$ cat config.mk
export PLATFORM = sky130hd
export DESIGN_NAME = mem_arbiter
export DESIGN_NICKNAME = d
export VERILOG_FILES = /design/src/rtl/mem_arbiter.sv
export SDC_FILE = /design/constraint.sdc
export NUM_CORES = 1
export LEC_CHECK = 0
export CORE_MARGIN = 3
export CORE_UTILIZATION = 41
export DETAILED_ROUTE_END_ITERATION = 10
export PLACE_DENSITY_LB_ADDON = 0.3
export SETUP_SLACK_MARGIN = 0.2
export SLEW_MARGIN = 40
export SYNTH_ARGS = -nofsm -noshare
export SYNTH_HDL_FRONTEND = slang
export SYNTH_SLANG_ARGS = --single-unit
export TNS_END_PERCENT = 10
$ cat constraint.sdc
create_clock -name clk -period 2.4 [get_ports clk]
set_clock_uncertainty 0.15 [all_clocks]
set_input_delay 0.6 -clock clk [delete_from_list [all_inputs] [get_ports clk]]
set_output_delay 0.6 -clock clk [all_outputs]
set_load 0.005 [all_outputs]
$ cat src/rtl/mem_arbiter.sv
// Two-port (I-cache / D-cache) arbiter onto a single shared memory request channel.
// Contention policy: define ARB_RR_EN for round-robin, otherwise D-cache always wins.
module mem_arbiter #(
  parameter int ADDR_W = 32,
  parameter int DATA_W = 32
) (
  input  logic              clk,
  input  logic              rst,
  // I-cache side
  input  logic [ADDR_W-1:0] ic_req_addr,
  input  logic              ic_req_valid,
  input  logic              ic_req_wr,
  input  logic [DATA_W-1:0] ic_wr_data,
  output logic [DATA_W-1:0] ic_req_data,
  output logic              ic_req_ready,
  // D-cache side
  input  logic [ADDR_W-1:0] dc_req_addr,
  input  logic              dc_req_valid,
  input  logic              dc_req_wr,
  input  logic [DATA_W-1:0] dc_wr_data,
  output logic [DATA_W-1:0] dc_req_data,
  output logic              dc_req_ready,
  // shared memory side
  output logic [ADDR_W-1:0] mem_req_addr,
  output logic [DATA_W-1:0] mem_wr_data,
  output logic              mem_req_valid,
  output logic              mem_req_wr,
  input  logic [DATA_W-1:0] mem_req_data,
  input  logic              mem_req_ready
);

  typedef enum logic [2:0] {
    IDLE,
    BUSY_I,
    BUSY_D,
    DONE_I,
    DONE_D
  } state_t;

  state_t state;
  logic   grant_d;

`ifdef ARB_RR_EN
  // Set when the D-cache held the most recent grant; resets to "I" so D wins first contention.
  logic last_d;

  always_comb begin
    grant_d = dc_req_valid;
    if (ic_req_valid && dc_req_valid) begin
      grant_d = ~last_d;
    end
  end
`else
  always_comb begin
    grant_d = dc_req_valid;
  end
`endif

  always_ff @(posedge clk or negedge rst) begin
    if (!rst) begin
      state         <= IDLE;
      mem_req_valid <= 1'b0;
      mem_req_wr    <= 1'b0;
      mem_req_addr  <= '0;
      mem_wr_data   <= '0;
      ic_req_ready  <= 1'b0;
      dc_req_ready  <= 1'b0;
      ic_req_data   <= '0;
      dc_req_data   <= '0;
`ifdef ARB_RR_EN
      last_d        <= 1'b0;
`endif
    end else begin
      ic_req_ready <= 1'b0;
      dc_req_ready <= 1'b0;
      case (state)
        IDLE: begin
          if (ic_req_valid || dc_req_valid) begin
            mem_req_valid <= 1'b1;
`ifdef ARB_RR_EN
            last_d        <= grant_d;
`endif
            if (grant_d) begin
              mem_req_addr <= dc_req_addr;
              mem_req_wr   <= dc_req_wr;
              mem_wr_data  <= dc_wr_data;
              state        <= BUSY_D;
            end else begin
              mem_req_addr <= ic_req_addr;
              mem_req_wr   <= ic_req_wr;
              mem_wr_data  <= ic_wr_data;
              state        <= BUSY_I;
            end
          end
        end
        BUSY_I: begin
          if (mem_req_ready) begin
            if (!mem_req_wr) begin
              ic_req_data <= mem_req_data;
            end
            mem_req_valid <= 1'b0;
            ic_req_ready  <= 1'b1;
            state         <= DONE_I;
          end
        end
        BUSY_D: begin
          if (mem_req_ready) begin
            if (!mem_req_wr) begin
              dc_req_data <= mem_req_data;
            end
            mem_req_valid <= 1'b0;
            dc_req_ready  <= 1'b1;
            state         <= DONE_D;
          end
        end
        DONE_I, DONE_D: begin
          state <= IDLE;
        end
        default: begin
          state <= IDLE;
        end
      endcase
    end
  end

endmodule

* After elaboration in Yosys (flattened, before gate mapping)
Index checks and enable logic that the tools add are counted.
** Cells by class
- Eq/ne operators :: 6
- Mux-type cells :: 14
- Bitwise logic cells :: 1
- Reductions and logical operators :: 9
** Operators by type and width (number)
- $mux 32 :: 2
- $reduce_and 3->1 :: 4
- $mux 3 :: 3
- $pmux 3 s3 :: 1
- $mux 1 :: 6
- $ne 2x2->1 const B :: 3
- $eq 3x1->1 const B :: 1
- $eq 3x2->1 const B :: 1
- $logic_not 3->1 :: 1
- $mux 2 :: 1
- $ne 2x1->1 const B :: 1
- $pmux 1 s2 :: 1
- $reduce_and 2->1 :: 1
- $reduce_bool 2->1 :: 1
- $reduce_or 2->1 :: 1
- $logic_or 1x1->1 :: 1
- $not 1->1 :: 1
** Storage, ports and cells
- Register bits after elaboration :: 135
- Output and inout port bits :: 132
- Logic and storage cells :: 39

* Logic depth before layout (Yosys ltp)
Gate-level depths: netlist of the first run.
- Word-level depth :: 4
- Depth in mapped cells :: 6
- Gate-level depth less buffers :: 3

* Least setup slack after synthesis of the first run
Ideal clock, no wire load.
- Path type :: input -> register
- Start point :: in dc_req_valid
- End point :: reg mem_req_addr[2]
- Setup time :: 0.128 ns
- Arrival time :: 1.738 ns
- Slack :: 0.385 ns
- Stages on the path :: 4
- Path buffers :: 2
- Path through :: clkbuf_1 -> clkbuf_1 -> mux2_2 -> mux2_1
** Between the ends
- Longest elaborated chain between the ends :: 2
** Ends and longest elaborated chain
- start: declaration :: line 18 : input logic dc_req_valid,
- $logic_or 1x1->1 :: line 78 : if (ic_req_valid || dc_req_valid) begin
- $reduce_and 2->1 (no source line)
- end signal: assignment :: line 84 : mem_req_addr <= dc_req_addr;
- end signal: assignment :: line 89 : mem_req_addr <= ic_req_addr;
- end: declaration :: line 24 : output logic [ADDR_W-1:0] mem_req_addr,
Parallel ways exist; a longest one is shown, timed or not.
A chain may end at the register's enable or synchronous reset.

* Worst setup path after layout of the first run
- Start point :: reg mem_req_wr
- End point :: out mem_req_wr
** RTL lines
- start: declaration :: line 27 : output logic mem_req_wr,
- start signal: assignment :: line 85 : mem_req_wr <= dc_req_wr;
- start signal: assignment :: line 90 : mem_req_wr <= ic_req_wr;
No word-level cell between the ends.

==> summary.txt, run 1 <==
Setup path
  – Worst r2r src: state[2]
  – Worst r2r dst: mem_wr_data[19]
  – Endpoint arrival time on the critical path: approximately 1.4 ns
  – Required time of the critical path: between 1.5 and 2 ns
  – Setup slack of the worst register-to-register path: 0.42 ns
  – Worst Path Max Fanout: 4
  – Register-to-Register Path Depth: 3
  – Crit-path leading delay family: buffers and inverters
  – Kind of capture point of the worst setup path: primary output
  – Type of the worst setup path: flip-flop to primary output
  – Critical path startpoint category: flip-flop
  – Buf/Inv on CP: 1
  – Ordered cell list for the critical path: clkdlybuf4s50_1
  – Cell at the slowest stage of the critical path: clkdlybuf4s50_1
  – Max incr delay on CP: 0.55 ns

Layout
  – Most common cell after layout, fill and taps aside: clkdlybuf4s50_1
  – Signed area change from the synthesized netlist to the final layout: 63.3%
  – Number of filler cells placed in the layout: about 1000
  – Flip-flop and latch area: about 0.0034 mm2
  – Antenna Cells: 0
  – Area occupied by multi-input gates: between 0.002 and 0.0025 mm2
  – Number of nets in the layout: about 850
  – Leading cell types in the layout, fill and taps excluded: 296 x clkdlybuf4s50_1, 150 x mux2_2, 134 x dfrtp_1, 28 x mux2_4, 17 x clkbuf_16
  – Fraction of final layout cells with drive strength greater than 1: 0.327

Timing
  – Fmax achieved: around 0.47 GHz
  – Worst slew margin: 0.701
  – Aggregate negative setup slack: 0 ns
  – Post-route worst hold slack: around 0.34 ns
  – Unrepaired setup endpoints after global routing: no
  – Worst Tran Pin Value: between 0.4 and 0.5 ns
  – Final worst path period share: 0.893
  – Final setup violating endpoints: 0
  – Number of hold violations in the final report: 0
  – Shortest period the worst path allows: around 2.1 ns
  – Final slew viol count: 0

Clock network
  – Number of clock buffers inserted by TritonCTS: 17
  – Clk slew on worst S/H paths: roughly 0.050 ns
  – Clock tree from TritonCTS: done
  – Clock insertion delay at the later pin of the skew report: 0.40 ns
  – Count of H-tree levels built during CTS: 4
  – CTS Buffer Depth: 2
  – Number of sinks on the clock net: roughly 140
  – Buffers inserted by post-CTS timing repair: 0
  – Buffer cell driving the clock tree root: clkbuf_16

Die
  – I/O Pins: around 300
  – Row cnt: 43
  – Vertical die dimension: between 100 and 150 um
  – Floorplan die area: about 0.016 mm2
  – Horizontal die dimension: about 130 um
  – Core area: 0.0141 mm2
  – Starting Density: 0.426

Drt
  – Antenna-violating nets left: 0
  – Count of TritonRoute iterations in the first routing pass: 4
  – Routed via count: around 4200
  – Initial DRC Count: 169
  – Number of vias per cell after detailed routing: a little under 5
  – Routed Wire Length: 16.9 mm
  – Count of unresolved DRC violations after routing: 0
  – Met1 wire length: 5.95 mm
  – Metal3 WL: 1.70 mm
  – Met2 Wirelength: about 9 mm
  – Wirelength per Cell: between 15 and 20 um
  – Uppermost signal routing layer after detailed routing: met4

Power
  – Part of the total power dissipated in the clock network: 0.227
  – Combinational share of power: 0.427
  – Internal power: 0.00874 W
  – Fraction of power spent switching nets: 0.269
  – Maximum vdd ir drop: around 0.8 mV
  – Sequential share of power: 0.345
  – Switching power: 0.00322 W
  – Leakage: 4.06 nW
  – Power Density: 1220 mW/mm2

Status
  – Outcome: complete, no violations

Worst hold path
  – Hold Path Cell Cnt: 1
  – Worst min-delay path category: flip-flop to flip-flop
  – Min-delay src: mem_wr_data[28]
  – Worst hold endpoint: mem_wr_data[28]

Synthesis
  – Syn avg cell area: 16.2 um2
  – Cells taking the most area after synthesis: dfrtp_1 56%, mux2_2 28%, mux2_4 7.0%, mux2_1 3.0%, buf_6 2.2%
  – Post-Synthesis Cell Area: ~0.0060 mm2
  – Mapped Cells: roughly 370
  – Top-area cell type share of the netlist area: 0.562
  – Library cell occupying the most area in the post-synthesis netlist: dfrtp_1
  – Synth cell types: 18
  – Yosys warning total: 0
  – Total nets after synthesis: 539
  – Seq/Total Area, Yosys: 0.562
  – Synth Register Bits: between 100 and 150

GRT
  – GRT Residual Overflow: 0
  – Antenna violations before repair: 0
  – Via count of the first global-routing pass: 4902
  – Overall fraction of global-route tracks in use: 0.213
  – First-pass GRT wire length: ~26 mm
  – Largest net degree at the start of global routing: between 50 and 60

Placed design
  – Port Buffers: a little under 300
  – HPWL after detailed placement: roughly 13 mm
  – Final RePlAce weighted congestion: about 0.75

Job
  – Max-cap viol count: 0
## cells in the mapped netlist
| master | n |
|---|---|
| mux2_4 | 28 |
| buf_4 | 3 |
| nand2_1 | 3 |
| buf_6 | 12 |
| a21oi_1 | 2 |
| mux2_2 | 150 |
| inv_1 | 2 |
| and3_1 | 1 |
| buf_2 | 5 |
| clkbuf_1 | 2 |
| mux2_1 | 16 |
| dfrtp_1 | 135 |
| nor4_4 | 3 |
| nor2_1 | 2 |
| o32a_1 | 1 |
| nor3_1 | 4 |
| xnor2_1 | 1 |
| buf_1 | 2 |
## power groups by stage
stage	registers, W	logic (W)	clock network [W]
after floorplan	0.00408	0.00214	0
after global placement	0.00406	0.00503	0
after detailed placement	0.00416	0.00515	0
after CTS	0.00415	0.00521	0.00278
after global routing	0.00428	0.00546	0.00288
final	0.00413	0.00511	0.00272
## sequential cells by signal, summed over array words and instances (netlist names)
| register | flops |
|---|---|
| mem_req_addr | 32 |
| mem_req_wr | 1 |
| ic_req_data | 32 |
| mem_wr_data | 32 |
| mem_req_valid | 1 |
| dc_req_ready | 1 |
| state | 3 |
| dc_req_data | 32 |
| ic_req_ready | 1 |
## through the flow
| stage | power, W | util | cell area, um2 | setup WS, ns | std cells |
|---|---|---|---|---|---|
| floorplan | 0.00623 | - | 6010 | 0.385 | 372 |
| global route | 0.0126 | 0.696 | 9810 | 0.218 | 871 |
| global placement | 0.00909 | 0.651 | 9170 | 0.00990 | 838 |
| CTS | 0.0121 | 0.696 | 9810 | 0.236 | 871 |
| detailed placement | 0.00931 | 0.651 | 9170 | -0.0361 | 838 |
| finish | 0.0120 | 0.696 | 9810 | 0.257 | 871 |
## metal layers
metal / global-route usage / vias up
met5: 0 / -
met4: 0.0631 / 0
met3: 0.0857 / 15
met2: 0.389 / 185
met1: 0.225 / 2087
li1: - / 1952
## how the worst max path moves through the flow
stage | start | endpoint | cells past startpoint
finish | mem_req_wr | mem_req_wr | 1
global route | mem_req_wr | mem_req_wr | 1
CTS | mem_req_wr | mem_req_wr | 1
detailed placement | ic_req_valid | mem_wr_data[0] | 5
global placement | ic_req_valid | mem_wr_data[0] | 5
floorplan | dc_req_valid | mem_req_addr[2] | 4
## layout make-up
class / count / area share
Clock buffer: 21 / 0.0469
Clock inverter: 11 / 0.0176
Inverter: 2 / 0.000765
Multi-Input combinational cell: 211 / 0.247
Sequential cell: 135 / 0.344
Tap cell: 180 / 0.0229
Timing Repair Buffer: 311 / 0.320
## logic make-up (layout without fill, tap and decap cells)
group,after synthesis,count (layout),share of synthesized area
xor gates and xnor gates,1,1,0.00146
buffers and inverters,26,345,0.0341
muxes,194,194,0.381
AOI/OAI and AO/OA,3,3,0.00333
DFF,135,135,0.562
and+or+nand+nor,13,13,0.0181
## what timing repair did
item / 4_1_cts / 5_1_grt
hold endpoints to repair: 37 / 0
endpoints found under the setup margin: 1 / 0
hold buffers: 1 / 0
gates resized for setup: 1 / 0
(Power assumes the default switching activity.)
==> inputs of run 2 (changes only) <==
GPL_TIMING_DRIVEN = 1   (was default)
SLEW_MARGIN = 10   (was 40)
==> results of run 2 <==
No change in the layout: final DEF, timing and power equal those of run 1.
